$ cat config.mk
export PLATFORM = sky130hd
export DESIGN_NAME = mem_1r1w_masked_banked
export DESIGN_NICKNAME = d
export VERILOG_FILES = /design/src/rtl/mem_lower_pkg.sv /design/src/rtl/mem_bank.sv /design/src/rtl/mem_1r1w_masked_banked.sv
export SDC_FILE = /design/constraint.sdc
export NUM_CORES = 2
export LEC_CHECK = 0
export CORE_MARGIN = 2
export CORE_UTILIZATION = 66
export CTS_BUF_LIST = sky130_fd_sc_hd__clkbuf_4 sky130_fd_sc_hd__clkbuf_8
export DETAILED_ROUTE_END_ITERATION = 10
export PLACE_DENSITY = 0.83
export SLEW_MARGIN = 20
export SYNTH_ARGS = -nofsm -noshare
export SYNTH_HDL_FRONTEND = slang
export SYNTH_SLANG_ARGS = --single-unit
$ cat constraint.sdc
create_clock -name clk -period 3 [get_ports clk]
set_clock_uncertainty 0.15 [all_clocks]
set_input_delay 0.6 -clock clk [delete_from_list [all_inputs] [get_ports clk]]
set_output_delay 0.6 -clock clk [all_outputs]
set_load 0.03 [all_outputs]
$ cat src/rtl/mem_lower_pkg.sv
// Shared helpers for the banked 1R1W memory: size arithmetic, base read latency
// and the write-mask lane expansion used by the collision forwarding path.
package mem_lower_pkg;

  localparam int MEM_RD_LAT_BASE = 1;

  // Upper bound on WIDTH supported by the mask expansion helper.
  localparam int MASK_VEC_W = 1024;
  typedef logic [MASK_VEC_W-1:0] mask_vec_t;

  function automatic int clog2_f(input int n);
    int r = 0;
    while ((1 << r) < n) r++;
    return r;
  endfunction

  function automatic int ceil_div(input int a, input int b);
    return (a + b - 1) / b;
  endfunction

  // Lane i of 'lanes' fills bits [i*gran +: gran] of the result.
  function automatic mask_vec_t expand_mask(input mask_vec_t lanes, input int n_lanes,
                                            input int gran);
    mask_vec_t bits = '0;
    for (int i = 0; i < n_lanes; i++) begin
      for (int j = 0; j < gran; j++) begin
        bits[i*gran + j] = lanes[i];
      end
    end
    return bits;
  endfunction

endpackage

$ cat src/rtl/mem_bank.sv
// One BANK_DEPTH x WIDTH storage bank with per-lane write enables and a
// registered read port; each port acts only when its chip enable is high.
module mem_bank
  import mem_lower_pkg::*;
#(
  parameter int BANK_DEPTH = 32,
  parameter int WIDTH      = 64,
  parameter int MASK_GRAN  = 8,
  localparam int BW        = clog2_f(BANK_DEPTH),
  localparam int MW        = WIDTH / MASK_GRAN
) (
  input  logic             clk,
  input  logic             rd_ce,
  input  logic [BW-1:0]    rd_addr,
  output logic [WIDTH-1:0] rd_data,
  input  logic             wr_ce,
  input  logic [BW-1:0]    wr_addr,
  input  logic [WIDTH-1:0] wr_data,
  input  logic [MW-1:0]    wr_mask
);

  logic [WIDTH-1:0] mem [BANK_DEPTH];

  // NOTE: the array has no reset so it maps onto SRAM macros; the read happens
  // with <= so a same-edge write is not yet visible and the old word comes back.
  always_ff @(posedge clk) begin
    if (wr_ce) begin
      for (int i = 0; i < MW; i++) begin
        if (wr_mask[i]) mem[wr_addr][i*MASK_GRAN +: MASK_GRAN] <= wr_data[i*MASK_GRAN +: MASK_GRAN];
      end
    end
    if (rd_ce) rd_data <= mem[rd_addr];
  end

endmodule

$ cat src/rtl/mem_1r1w_masked_banked.sv
// Banked 1R1W masked memory: bank decode, write-first collision forwarding,
// read-valid strobe and sticky out-of-range flag. Define MEM_OUT_REG_EN for latency 2.
module mem_1r1w_masked_banked
  import mem_lower_pkg::*;
#(
  parameter int DEPTH      = 48,
  parameter int WIDTH      = 64,
  parameter int MASK_GRAN  = 8,
  parameter int BANK_DEPTH = 32,
  localparam int NBANKS    = ceil_div(DEPTH, BANK_DEPTH),
  localparam int AW        = clog2_f(DEPTH),
  localparam int BW        = clog2_f(BANK_DEPTH),
  localparam int MW        = WIDTH / MASK_GRAN
) (
  input  logic             clk,
  input  logic             rst_n,
  input  logic [AW-1:0]    R0_addr,
  input  logic             R0_en,
  output logic [WIDTH-1:0] R0_data,
  output logic             R0_valid,
  input  logic [AW-1:0]    W0_addr,
  input  logic             W0_en,
  input  logic [WIDTH-1:0] W0_data,
  input  logic [MW-1:0]    W0_mask,
  output logic             err_oob,
  input  logic             err_clr
);

`ifdef MEM_OUT_REG_EN
  localparam int RD_LAT = MEM_RD_LAT_BASE + 1;
`else
  localparam int RD_LAT = MEM_RD_LAT_BASE;
`endif

  localparam int KW = (AW > BW) ? AW - BW : 1;
  localparam logic [AW:0] DEPTH_V = (AW+1)'(DEPTH);

  logic             r_range, w_range, r_in, w_in, collide;
  logic [KW-1:0]    r_bank, w_bank;
  logic [BW-1:0]    r_off, w_off;
  logic [WIDTH-1:0] w_bits;
  logic [WIDTH-1:0] bank_rd [NBANKS];

  assign r_range = ({1'b0, R0_addr} < DEPTH_V);
  assign w_range = ({1'b0, W0_addr} < DEPTH_V);
  assign r_in    = R0_en && r_range;
  assign w_in    = W0_en && w_range;
  assign r_bank  = KW'(R0_addr >> BW);
  assign w_bank  = KW'(W0_addr >> BW);
  assign r_off   = BW'(R0_addr);
  assign w_off   = BW'(W0_addr);
  assign collide = r_in && W0_en && (R0_addr == W0_addr);
  assign w_bits  = WIDTH'(expand_mask(mask_vec_t'(W0_mask), MW, MASK_GRAN));

  for (genvar b = 0; b < NBANKS; b++) begin : g_bank
    mem_bank #(
      .BANK_DEPTH(BANK_DEPTH),
      .WIDTH     (WIDTH),
      .MASK_GRAN (MASK_GRAN)
    ) u_bank (
      .clk    (clk),
      .rd_ce  (r_in && (r_bank == KW'(b))),
      .rd_addr(r_off),
      .rd_data(bank_rd[b]),
      .wr_ce  (w_in && (w_bank == KW'(b))),
      .wr_addr(w_off),
      .wr_data(W0_data),
      .wr_mask(W0_mask)
    );
  end

  // Request-cycle state; held between reads so the output mux holds its value.
  logic             rd_vld_q, rd_zero_q, coll_q;
  logic [KW-1:0]    rd_bank_q;
  logic [WIDTH-1:0] fwd_bits_q, fwd_data_q;

  always_ff @(posedge clk or negedge rst_n) begin
    if (!rst_n) begin
      rd_vld_q   <= 1'b0;
      rd_zero_q  <= 1'b1;
      rd_bank_q  <= '0;
      coll_q     <= 1'b0;
      fwd_bits_q <= '0;
      fwd_data_q <= '0;
    end else begin
      rd_vld_q <= R0_en;
      if (R0_en) begin
        rd_zero_q  <= !r_range;
        rd_bank_q  <= r_bank;
        coll_q     <= collide;
        fwd_bits_q <= w_bits;
        fwd_data_q <= W0_data;
      end
    end
  end

  logic [WIDTH-1:0] rd_word;

  // NOTE: rd_word gets a default before any branch so no latch is inferred.
  always_comb begin
    rd_word = '0;
    if (!rd_zero_q) begin
      for (int b = 0; b < NBANKS; b++) begin
        if (rd_bank_q == KW'(b)) rd_word = bank_rd[b];
      end
      if (coll_q) rd_word = (fwd_bits_q & fwd_data_q) | (~fwd_bits_q & rd_word);
    end
  end

  always_ff @(posedge clk or negedge rst_n) begin
    if (!rst_n) begin
      err_oob <= 1'b0;
    end else if ((R0_en && !r_range) || (W0_en && !w_range)) begin
      err_oob <= 1'b1;
    end else if (err_clr) begin
      err_oob <= 1'b0;
    end
  end

  if (RD_LAT > MEM_RD_LAT_BASE) begin : g_out_reg
    logic [WIDTH-1:0] out_data_q;
    logic             out_vld_q;

    always_ff @(posedge clk or negedge rst_n) begin
      if (!rst_n) begin
        out_vld_q  <= 1'b0;
        out_data_q <= '0;
      end else begin
        out_vld_q <= rd_vld_q;
        if (rd_vld_q) out_data_q <= rd_word;
      end
    end

    assign R0_valid = out_vld_q;
    assign R0_data  = out_data_q;
  end else begin : g_comb_out
    assign R0_valid = rd_vld_q;
    assign R0_data  = rd_word;
  end

endmodule
==> summary.txt <==
status: finished, violations left
failing checks: negative setup slack
CP Launch Type: flop
met2 GRT Util: 0.539
setup TNS: -27.95 ns
XOR/XNOR Fraction of Synth Area: 0.000208
sequential share of power: 0.550
pwr/cell area: 622 nW/um^2
CTS clk-pin slew, worst paths: 0.07 ns
Post-Synth Adder-Cell Area: 0
maxcap violations: 0
Synth Instances: 9621
Yosys reg bits: 4301
gr busiest metal: met2
Data arrival, critical path: 2.82 ns
relative slew slack: 0.399
critical path type: flop to primary output
nets@finish: 12000
total track usage: 0.330
Worst Path Required: 2.25 ns
Setup crit end kind: primary output
Row Count: 185
Hold Slack: 0.0740 ns
Fmax: 0.280 GHz
P&R area growth vs syn: 18.4%
Worst Path Max Fanout: 6
Slew Viols, Final: 0
Max VDD drop: 0.604 mV
Fillers: 12300
Post-Route WL: 438000 um
Die X: 509 um
TritonCTS clock tree: built
sequential cell area: 129000 um^2
Clock Tree Root: clkbuf_8
DP HPWL: 256000 um
Hold/Removal Path Class: input pin to flop
Fin. Hold Viols: 0
Clk pwr share: 0.381
top cell type's share of synthesized area: 0.754
Worst-Skew Late Latency: 1.13 ns
Final setup viols: 64
Post-Synth Simple-Gate Area: 0.0382
Worst Tran Pin Value: 0.901 ns
Die H: 509 um
Warnings, synthesis: 0
Gate power share: 0.069
Util after Layout: 0.785
antenna viol nets, final: 0
first-iteration detailed-routing DRC count: 14400
placed inst area: 185000 um^2
via count: 99900
setup ws final: -0.571 ns
first-pass GRT wire length: 632000 um
Mapped Area: 168000 um^2
Final Wtd Congestion: 0.893
H-tree levels: 6
Ports: 155
Avg WL per Cell: 27.7 um
Starting Density: 0.663
ranking of synthesized cells by area: edfxtp_1 (75%), mux2i_1 (13%), a22oi_1 (3.4%), nand3_1 (1.5%), dfrtp_1 (1.1%)
# DRC: 0
largest area contributor in the netlist: edfxtp_1
met3 Resource Use GR: 0.0775
sequential share of the synthesized area: 0.765
die area: 259000 um^2
Switching Share: 0.229
Avg Cell Area, Syn: 17.5 um^2
area of the multi-input gates: 40500 um^2
RSZ-0062 raised after global routing: yes
via density per instance: 6.33
final instance area: 199000 um^2
combinational family with the most area after synthesis: multiplexers
clock period minus worst slack: 3.57 ns
share of layout cells above drive strength 1: 0.188
Port Buffers: 154
P_leak: 73.8 nW
grt ovf: 0
vias in the first global route: 102000
largest net degree at the start of global routing: 76
internal power: 0.0956 W
Yosys cell types: 34
Final period util: 1.19
clock sink count: 4301
met1 Track Usage GR: 0.420
switching power total: 0.0285 W
largest buffer count on any clock path: 4
compound-gate portion of the synthesized area: 0.0449
core footprint: 254000 um^2
antenna violations before repair: 20
mux share of post-synthesis cell area: 0.130
Pre-antenna DRT Iters: 6
total CTS buffers: 657
==> state kept, by name, indices dropped and copies added, names as in the netlist <==
name	flops
g_bank.u_bank.rd_data	128
rd_zero_q	1
err_oob	1
coll_q	1
fwd_bits_q	8
fwd_data_q	64
g_bank.u_bank.mem	4096
R0_valid	1
rd_bank_q	1
==> layout by cell type (no fill, tap or decap), drive strengths merged, types with 7 or more instances in the layout <==
| master | count |
|---|---|
| a211oi | 64 |
| a21oi | 257 |
| a22oi | 768 |
| buf | 1132 |
| bufinv | 10 |
| clkbuf | 912 |
| clkdlybuf4s50 | 22 |
| clkinv | 191 |
| clkinvlp | 11 |
| conb | 1024 |
| dfrtp | 76 |
| diode | 9 |
| dlygate4sd3 | 55 |
| edfxtp | 4224 |
| inv | 31 |
| mux2 | 72 |
| mux2i | 2112 |
| nand2 | 317 |
| nand3 | 516 |
| nand4 | 128 |
| nor2 | 454 |
| nor2b | 7 |
==> per-layer routing <==
layer / routed length [um] / part of all wire
met3: 54300 / 0.12
met4: 23700 / 0.054
met1: 147000 / 0.33
met2: 213000 / 0.49
met5: 46 / 0.00011
==> logic make-up after synthesis <==
group	Yosys count
buffers and inverters	602
DFF	4301
muxes	2184
xor gates and xnor gates	4
other	1
and+or+nand+nor	1436
AOI/OAI and AO/OA	1093
==> cell usage after synthesis (all sizes together) <==
library cell and number:
edfxtp 4224, mux2i 2112, a22oi 768, nand3 516, nor2 454, buf 434
nand2 317, a21oi 257, clkbuf 164, nand4 128, dfrtp 76, mux2 72
a211oi 64, nor2b 7, inv 4, xnor2 4, and2 3, nand2b 3
nor3b 3, and3b 2, nor3 2, o21ai 2, a31oi 1, and3 1
conb 1, dfstp 1, o32ai 1
==> stage by stage <==
stage          power [W]  std cells  setup slack, ns
2_1_floorplan     0.0734      10600           0.0133
3_3_place_gp      0.0769      14500           0.0523
3_5_place_dp      0.0773      14500          -0.0107
4_1_cts            0.124      15800           -0.538
5_1_grt            0.127      15800           -0.568
6_report           0.124      15800           -0.571
==> repair_timing <==
action / in CTS / in global routing
hold endpoints to repair: 1512 / 56
buffers inserted: 5 / 8
gates cloned: 7 / 4
pin swaps: 31 / 27
hold buffers: 55 / 1
resized for setup: 109 / 36
endpoints found under the setup margin: 65 / 64
==> power groups by stage <==
| stage | registers, W | logic [W] | clock network (W) |
|---|---|---|---|
| 2_1_floorplan | 0.0692 | 0.00420 | 0 |
| 3_3_place_gp | 0.0693 | 0.00762 | 0 |
| 3_5_place_dp | 0.0694 | 0.00787 | 0 |
| 4_1_cts | 0.0682 | 0.00822 | 0.0474 |
| 5_1_grt | 0.0682 | 0.00893 | 0.0500 |
| 6_report | 0.0682 | 0.00858 | 0.0473 |
==> layout make-up <==
class                           count  share of cell area
Multi-Input combinational cell   5741               0.203
Sequential cell                  4301               0.646
Clock buffer                      908              0.0553
Antenna cell                        9            0.000113
Clock inverter                    239             0.00765
Inverter                            4           0.0000753
Timing Repair Buffer             1215              0.0660
Tap cell                         3366              0.0211
==> worst max-delay path, stage by stage (launching register included) <==
cell and delay (ns):
dfrtp_4 0.50, buf_4 0.22, clkbuf_16 0.22, mux2i_1 0.18, a211oi_2 0.30, buf_4 0.17
buf_12 0.11
==> worst paths after layout <==
check	startpoint	end	slack, ns	depth (start not counted)
hold reg to reg	fwd_data_q[26]$_DFFE_PN0P_	fwd_data_q[26]$_DFFE_PN0P_	0.36	1
setup reg to reg	rd_zero_q$_DFFE_PN1P_	rd_zero_q$_DFFE_PN1P_	1.06	6
max in group asynchronous	rst_n	fwd_bits_q[55]$_DFFE_PN0P_	1.75	4
setup / recovery	rd_bank_q$_DFFE_PN0P_	R0_data[2]	-0.57	6
hold / removal	W0_data[14]	g_bank[1].u_bank.mem[25][14]$_DFFE_PP_	0.07	1
min in group asynchronous	rst_n	fwd_data_q[27]$_DFFE_PN0P_	0.50	4
(Power assumes the default switching activity.)
